**config.mk**
```make
export PLATFORM = sky130hd
export DESIGN_NAME = trap_sequencer
export DESIGN_NICKNAME = d
export VERILOG_FILES = /design/src/rtl/trap_sequencer.sv
export SDC_FILE = /design/constraint.sdc
export NUM_CORES = 1
export LEC_CHECK = 0
export ABC_AREA = 1
export CORE_ASPECT_RATIO = 0.7
export CORE_MARGIN = 8
export CORE_UTILIZATION = 45
export DETAILED_ROUTE_END_ITERATION = 7
export GPL_TIMING_DRIVEN = 1
export HOLD_SLACK_MARGIN = 0.06
export PLACE_DENSITY = 0.82
export SLEW_MARGIN = 20
export SYNTH_ARGS = -nofsm -noshare
export SYNTH_HDL_FRONTEND = slang
export SYNTH_SLANG_ARGS = --single-unit
```
**constraint.sdc**
```tcl
create_clock -name clk_i -period 2.2 [get_ports clk_i]
set_input_delay 0.22 -clock clk_i [delete_from_list [all_inputs] [get_ports clk_i]]
set_output_delay 0.22 -clock clk_i [all_outputs]
set_load 0.05 [all_outputs]
```
**src/rtl/trap_sequencer.sv**
```systemverilog
// Machine-mode trap entry/exit sequencer: flush, drain, CSR save, PC redirect.
// Any cycle with dbg_i or mem_hold_i high freezes every register, strobes included.
//
// state    | meaning
// ---------+-----------------------------------------------------------
// IDLE     | waiting for trap_ret / ecall / enabled irq
// DRAIN    | older instructions retiring; counter counts down to 0
// SAVE     | mepc/mcause written, MIE stacked into MPIE
// REDIRECT | PC forced to the trap handler
// RET      | PC forced to mepc, MIE restored from MPIE
module trap_sequencer #(
    parameter int ADDR_W       = 32,
    parameter int DRAIN_CYCLES = 3
) (
    input  logic              clk_i,
    input  logic              rst_i,
    input  logic              dbg_i,
    input  logic              mem_hold_i,
    input  logic              ecall_i,
    input  logic              trap_ret_i,
    input  logic              irq_i,
    input  logic              mie_i,
    input  logic [ADDR_W-1:0] epc_in_i,
    input  logic [ADDR_W-1:0] mtvec_i,
    input  logic [ADDR_W-1:0] mepc_i,
    output logic              trigger_trap_o,
    output logic              fetch_hold_o,
    output logic              mepc_we_o,
    output logic [ADDR_W-1:0] mepc_wdata_o,
    output logic              mcause_we_o,
    output logic [31:0]       mcause_wdata_o,
    output logic              mie_clear_o,
    output logic              mie_restore_o,
    output logic              redirect_valid_o,
    output logic [ADDR_W-1:0] redirect_addr_o,
    output logic              busy_o
);

    typedef enum logic [2:0] {
        IDLE     = 3'd0,
        DRAIN    = 3'd1,
        SAVE     = 3'd2,
        REDIRECT = 3'd3,
        RET      = 3'd4
    } state_t;

    localparam logic [31:0]       CAUSE_ECALL = 32'd11;
    localparam logic [31:0]       CAUSE_IRQ   = 32'h8000_000B;
    localparam logic [2:0]        DRAIN_LOAD  = 3'(DRAIN_CYCLES - 1);
    localparam logic [ADDR_W-1:0] ALIGN2      = {{(ADDR_W-1){1'b1}}, 1'b0};
    localparam logic [ADDR_W-1:0] ALIGN4      = {{(ADDR_W-2){1'b1}}, 2'b00};

    state_t            state_q;
    logic [2:0]        cnt_q;
    logic [31:0]       cause_q;
    logic [ADDR_W-1:0] epc_q;

    logic              freeze_d;
    logic              take_trap_d;
    logic [ADDR_W-1:0] vec_base_d;
    logic [ADDR_W-1:0] vec_off_d;
    logic [ADDR_W-1:0] target_d;

    assign freeze_d    = dbg_i | mem_hold_i;
    assign take_trap_d = ecall_i | (irq_i & mie_i);
    assign vec_base_d  = mtvec_i & ALIGN4;
    assign vec_off_d   = {{(ADDR_W-7){1'b0}}, cause_q[4:0], 2'b00};
    // Vectored mode only offsets interrupts; exceptions always land on the base.
    assign target_d    = (mtvec_i[1:0] == 2'b01 && cause_q[31]) ? vec_base_d + vec_off_d
                                                                 : vec_base_d;

    always_ff @(posedge clk_i) begin
        if (rst_i) begin
            state_q          <= IDLE;
            cnt_q            <= '0;
            cause_q          <= '0;
            epc_q            <= '0;
            trigger_trap_o   <= 1'b0;
            fetch_hold_o     <= 1'b0;
            mepc_we_o        <= 1'b0;
            mepc_wdata_o     <= '0;
            mcause_we_o      <= 1'b0;
            mcause_wdata_o   <= '0;
            mie_clear_o      <= 1'b0;
            mie_restore_o    <= 1'b0;
            redirect_valid_o <= 1'b0;
            redirect_addr_o  <= '0;
            busy_o           <= 1'b0;
        end else if (!freeze_d) begin
            trigger_trap_o   <= 1'b0;
            mepc_we_o        <= 1'b0;
            mepc_wdata_o     <= '0;
            mcause_we_o      <= 1'b0;
            mcause_wdata_o   <= '0;
            mie_clear_o      <= 1'b0;
            mie_restore_o    <= 1'b0;
            redirect_valid_o <= 1'b0;
            redirect_addr_o  <= '0;
            case (state_q)
                IDLE: begin
                    if (trap_ret_i) begin
                        state_q          <= RET;
                        redirect_valid_o <= 1'b1;
                        redirect_addr_o  <= mepc_i & ALIGN2;
                        mie_restore_o    <= 1'b1;
                        busy_o           <= 1'b1;
                    end else if (take_trap_d) begin
                        state_q        <= DRAIN;
                        cnt_q          <= DRAIN_LOAD;
                        cause_q        <= ecall_i ? CAUSE_ECALL : CAUSE_IRQ;
                        epc_q          <= epc_in_i;
                        trigger_trap_o <= 1'b1;
                        fetch_hold_o   <= 1'b1;
                        busy_o         <= 1'b1;
                    end
                end
                DRAIN: begin
                    if (cnt_q == 3'd0) begin
                        state_q        <= SAVE;
                        mepc_we_o      <= 1'b1;
                        mepc_wdata_o   <= epc_q & ALIGN2;
                        mcause_we_o    <= 1'b1;
                        mcause_wdata_o <= cause_q;
                        mie_clear_o    <= 1'b1;
                    end else begin
                        cnt_q <= cnt_q - 3'd1;
                    end
                end
                SAVE: begin
                    state_q          <= REDIRECT;
                    redirect_valid_o <= 1'b1;
                    redirect_addr_o  <= target_d;
                end
                default: begin
                    state_q      <= IDLE;
                    fetch_hold_o <= 1'b0;
                    busy_o       <= 1'b0;
                end
            endcase
        end
    end

endmodule

```
Yosys cells after proc, flatten, opt, wreduce, memory -nomap -nowiden
Cells that the tools add are included.
{"block": "word_totals", "output_inout_bits": 104, "input_bits": 104, "regBits": 172, "elab_cells": 68, "mem_count": 0, "ram_bits": 0, "romBits": 0, "latchBits": 0}
{"block": "classes", "n_reduce_logical": 10, "n_addsub": 2, "mul": 0, "n_bitwise": 6, "n_mux": 29, "div_mod_pow": 0, "eq_ne": 8, "n_lt_le_gt_ge": 0, "shifts": 0}
{"operator": "two-way mux 32 bit", "n": 7}
{"operator": "one-hot mux 32 bit (2 select lines)", "n": 1}
{"operator": "adder 32 x 7 -> 32 bit", "n": 1}
{"operator": "two-way mux 3 bit", "n": 6}
{"operator": "two-way mux 1 bit", "n": 10}
{"operator": "one-hot mux 3 bit (3 select lines)", "n": 1}
{"operator": "!= test 2 bit, second input constant", "n": 4}
{"operator": "AND reduction 4 bit", "n": 2}
{"operator": "logical NOT 3 bit", "n": 2}
{"operator": "one-hot mux 1 bit (2 select lines)", "n": 3}
{"operator": "one-hot mux 3 bit (2 select lines)", "n": 1}
{"operator": "AND reduction 3 bit", "n": 2}
{"operator": "AND reduction 5 bit", "n": 1}
{"operator": "equality test 3 x 1 -> 1 bit, second input constant", "n": 1}
{"operator": "equality test 3 x 2 -> 1 bit, second input constant", "n": 1}
{"operator": "!= test 3 bit, second input constant", "n": 1}
{"operator": "NOT 1 bit", "n": 3}
{"operator": "subtractor 3 x 1 -> 3 bit, second input constant", "n": 1}
{"operator": "equality test 2 x 1 -> 1 bit, second input constant", "n": 1}
{"operator": "OR 1 bit", "n": 2}
{"operator": "nonzero test 2 bit", "n": 1}
{"operator": "OR reduction 2 bit", "n": 1}
{"operator": "AND 1 bit", "n": 1}
{"operator": "logical AND 1 bit", "n": 1}

Depth between registers and ports, before layout
{"block": "depth", "ltp_word": 5, "ltp_mapped": 13, "mapped_depth_nobuf": 13}

Worst setup path after synthesis
Ideal clock, no wire load.
{"block": "synth_path", "kind": "register to register", "from": "register cause_q[3]", "to": "register redirect_addr_o[8]", "required_ns": 2.068, "setup_time_ns": 0.132, "path_buffers": 0, "setup_slack_ns": 0.292, "stages_incl_launch_ff": 12, "period_less_slack_ns": 1.908, "arrival_ns": 1.776, "cell_sequence": "dfxtp_1 ha_1 fa_1 nand3_1 nand2_1 nand3_4 inv_1 or2_2 nand3_1 nand2_1 nand2_1 a21oi_1"}
{"block": "synth_via", "elab_chain_cells": 3}
{"element": "from (decl)", "line": "55", "text": "logic [31:0] cause_q;"}
{"element": "from (signal assigned)", "line": "110", "text": "cause_q <= ecall_i ? CAUSE_ECALL : CAUSE_IRQ;"}
{"element": "adder 32 x 7 -> 32 bit", "line": "69", "text": "assign target_d = (mtvec_i[1:0] == 2'b01 && cause_q[31]) ? vec_base_d + vec_off_d"}
{"element": "two-way mux 32 bit", "line": "69"}
{"element": "one-hot mux 32 bit (2 select lines)", "line": "99", "text": "case (state_q)"}
{"element": "to (signal assigned)", "line": "104", "text": "redirect_addr_o <= mepc_i & ALIGN2;"}
{"element": "to (signal assigned)", "line": "132", "text": "redirect_addr_o <= target_d;"}
{"element": "to (decl)", "line": "35", "text": "output logic [ADDR_W-1:0] redirect_addr_o,"}
No other way between the ends.
A chain may end at the register's enable or synchronous reset.

Final worst setup path
{"block": "layout_path", "from": "register cause_q[3]", "to": "register redirect_addr_o[18]"}
Same word-level chain as after synthesis.

==> metrics.cfg <==
[power_and_ir_drop]
switching_share_pct = 30.2
max-vdd-ir-drop_mv = 0.534
pwr-share-comb_pct = 20.4
finalPower_mw = 4.75
power_switching_mw = 1.43
p_leak_nw = 2.96
powerDensity_mw_per_mm2 = 619
pwr-share-seq_pct = 43.6
clkPwrFrac_pct = 36.0
p_int_mw = 3.32

[clocking]
path_clk_slew_ns = 0.08
cts-buffers-inserted = 9
htree_num_levels = 3
clock-sinks = 109
clock_latency_ns = 0.34
cts_tree = yes
cts-root-buf = clkbuf_16
clockBufferDepth = 2
postCtsHoldBufs = 0

[sta]
skew_ns = 0.00618
post-route-min-period_ns = 2.04
fin_setup_tns_ns = 0
rsz0062_at_grt = false
slew_headroom_pct = 43.3
finalCritPeriodShare_pct = 92.6
final_max_slew_viol_count = 0
setup_violations = 0
clock.fmax_mhz = 491
tightest_slew_ns = 0.851
setup_ws_ns = 0.162
final-hold-violation-count = 0

[placed_design]
port_buffers = 175
place.gp.congestion = 0.936
post_dp_cell_area_mm2 = 0.00734
post-place-ws_ns = -0.142
hpwlAfterDp_um = 12600

[drt]
drt_iter0_markers = 365
drc = 0
routedWlPerCell_um = 15.0
drt_pre_antenna_iters = 5
num_vias = 5666
routed_wl_um = 17200
final_antenna_net_count = 0
routed_via_density = 4.96

[critical_path]
path_class = flip-flop to flip-flop
critPathRequiredTime_ns = 2.39
crit_fanout = 7
reg2reg_depth = 13
startpoint_type = flip-flop
endpoint_kind = flip-flop
cp.arrival_ns = 2.23

[die]
die-area_mm2 = 0.0161
die_height_um = 109
start_util_pct = 46.6
die_x_um = 148
io_pins = 208
core_area_mm2 = 0.0118
fp-row-count = 33

[grt]
grt_max_degree = 77
grt_pass1_wl_um = 27400
grt.total_usage_pct = 21.0
grt_remaining_overflow = 0
antenna_found_initial = 0
grt_pass1_vias = 5177

[finish]
fillers = 1109
antenna_cells = 0
syn_to_final_growth_pct = 39.4
final_util_pct = 65.0
drive_gt1_share_pct = 6.80
nets = 1090
fin_area_mm2 = 0.00767

[min_path]
whs_path_depth = 4
holdCritPathClass = primary input to flip-flop

[synthesis]
synth_area_mm2 = 0.00550
synth-seq-cells = 109
synth_area_leader_cell = dfxtp_1
synth_cells = 817
async_flop_share_pct = 0
yosysUniqueCellTypes = 38
yosys_warnings = 0
ys_top_cells_by_area = dfxtp_1, nand2_1, nor2_1
yosysSeqAreaShare_pct = 39.6
synth_edf_count = 0
synthFlopType = dfxtp_1
synth_top_area_share_pct = 39.6
synth.avg_cell_area_um2 = 6.74

[outcome]
status = finished, final reports clean

[job]
max-cap-violations = 0

==> worst max-delay path, cell delays in order (launching register included) <==
cell,delay [ns]
dfxtp_4,0.39
ha_2,0.20
fa_1,0.19
nand3_1,0.11
nand2_2,0.12
nand3_4,0.08
buf_12,0.14
nor2_4,0.22
buf_4,0.15
nand3_1,0.05
nand3_1,0.09
nand2_1,0.05
nand2_1,0.05
a21oi_1,0.06
==> through the flow <==
stage / hold slack (ns) / instances
floorplan: 0.310 / 846
global placement: 0.446 / 1125
detailed placement: 0.452 / 1125
CTS: 0.334 / 1141
global route: 0.401 / 1142
finish: 0.344 / 1142
==> placed cells by master (no fill, tap or decap), drive strengths merged, types with 3 or more instances in the layout <==
| cell type | n |
|---|---|
| or2 | 3 |
| clkdlybuf4s50 | 174 |
| nor3 | 5 |
| o21ai | 54 |
| clkbuf | 9 |
| a21o | 3 |
| buf | 21 |
| nand2 | 255 |
| o21bai | 3 |
| nand3 | 40 |
| ha | 5 |
| inv | 49 |
| nor2 | 115 |
| dfxtp | 109 |
| nand4 | 15 |
| a21oi | 79 |
| conb | 30 |
==> routing by layer <==
| layer | vias to the layer above | track usage, % | wire length (um) |
|---|---|---|---|
| met3 | 23 | 6.05 | 1610 |
| met4 | 0 | 6.24 | 314 |
| li1 | 2887 | - | - |
| met1 | 2552 | 28.1 | 7750 |
| met5 | - | 0 | 0 |
| met2 | 204 | 32.2 | 7500 |
==> state kept, by name, indices dropped and copies added, names as in the netlist, 2 cells and up <==
signal           cells
mcause_wdata_o       2
cnt_q                3
redirect_addr_o     31
epc_q               31
cause_q              2
mepc_wdata_o        31
state_q              3
==> cells in the mapped netlist (2+ instances only) <==
cell type / n
nor2_4: 3
nand3_1: 36
inv_2: 3
or2_2: 2
a211oi_1: 2
nand3_2: 3
dfxtp_1: 109
clkbuf_1: 15
a21o_1: 3
buf_2: 13
o21ai_0: 47
nor2_1: 103
nand2_2: 3
ha_1: 5
nand4_1: 15
nor3b_1: 2
o21ai_1: 7
buf_4: 39
inv_1: 43
a21oi_1: 77
nor3_1: 4
nor2_2: 8
xnor2_1: 2
nand2_1: 252
buf_1: 5
o21bai_1: 3
a21oi_2: 2
==> layout make-up <==
cell class	instances	area [um^2]	share of cell area [%]
Inverter	46	173	2.25
Multi-Input combinational cell	619	2830	36.9
Clock buffer	9	225	2.93
Clock inverter	7	91.3	1.19
Timing Repair Buffer	195	1970	25.7
Sequential cell	109	2190	28.5
Tap cell	157	196	2.56
==> power groups by stage <==
stage	registers, mW	clock network [mW]	logic, mW
after floorplan	2.22	0	0.515
after CTS	2.07	1.75	0.965
after detailed placement	2.12	0	0.961
after global routing	2.08	1.84	1.06
final	2.07	1.71	0.970
after global placement	2.11	0	0.955
==> logic make-up (layout without fill, tap and decap cells) <==
family,after synthesis,count (layout),share of synthesized area (%)
xor+xnor,2,2,0.318
flops,109,109,39.6
buf+inv,118,257,11.0
fa+ha+maj,6,6,1.50
simple gates,436,436,33.6
other cells,1,30,0.0681
compound gates,145,145,13.9
==> final timing paths <==
| kind | startpoint | to | slack, ns |
|---|---|---|---|
| hold / removal | rst_i | epc_q[24]$_SDFFE_PP0P_ | 0.34 |
| setup / recovery | cause_q[3]$_SDFFE_PP0P_ | redirect_addr_o[18]$_SDFFE_PP0N_ | 0.16 |
| setup reg to reg | cause_q[3]$_SDFFE_PP0P_ | redirect_addr_o[18]$_SDFFE_PP0N_ | 0.16 |
| hold reg to reg | epc_q[23]$_SDFFE_PP0P_ | mepc_wdata_o[23]$_SDFFE_PP0N_ | 0.46 |
==> repair_timing <==
| item | in CTS | in global routing |
|---|---|---|
| gates resized for setup | 0 | 5 |
| endpoints found under the setup margin | 0 | 12 |
| buffers inserted | 0 | 1 |
(Power assumes the default switching activity.)
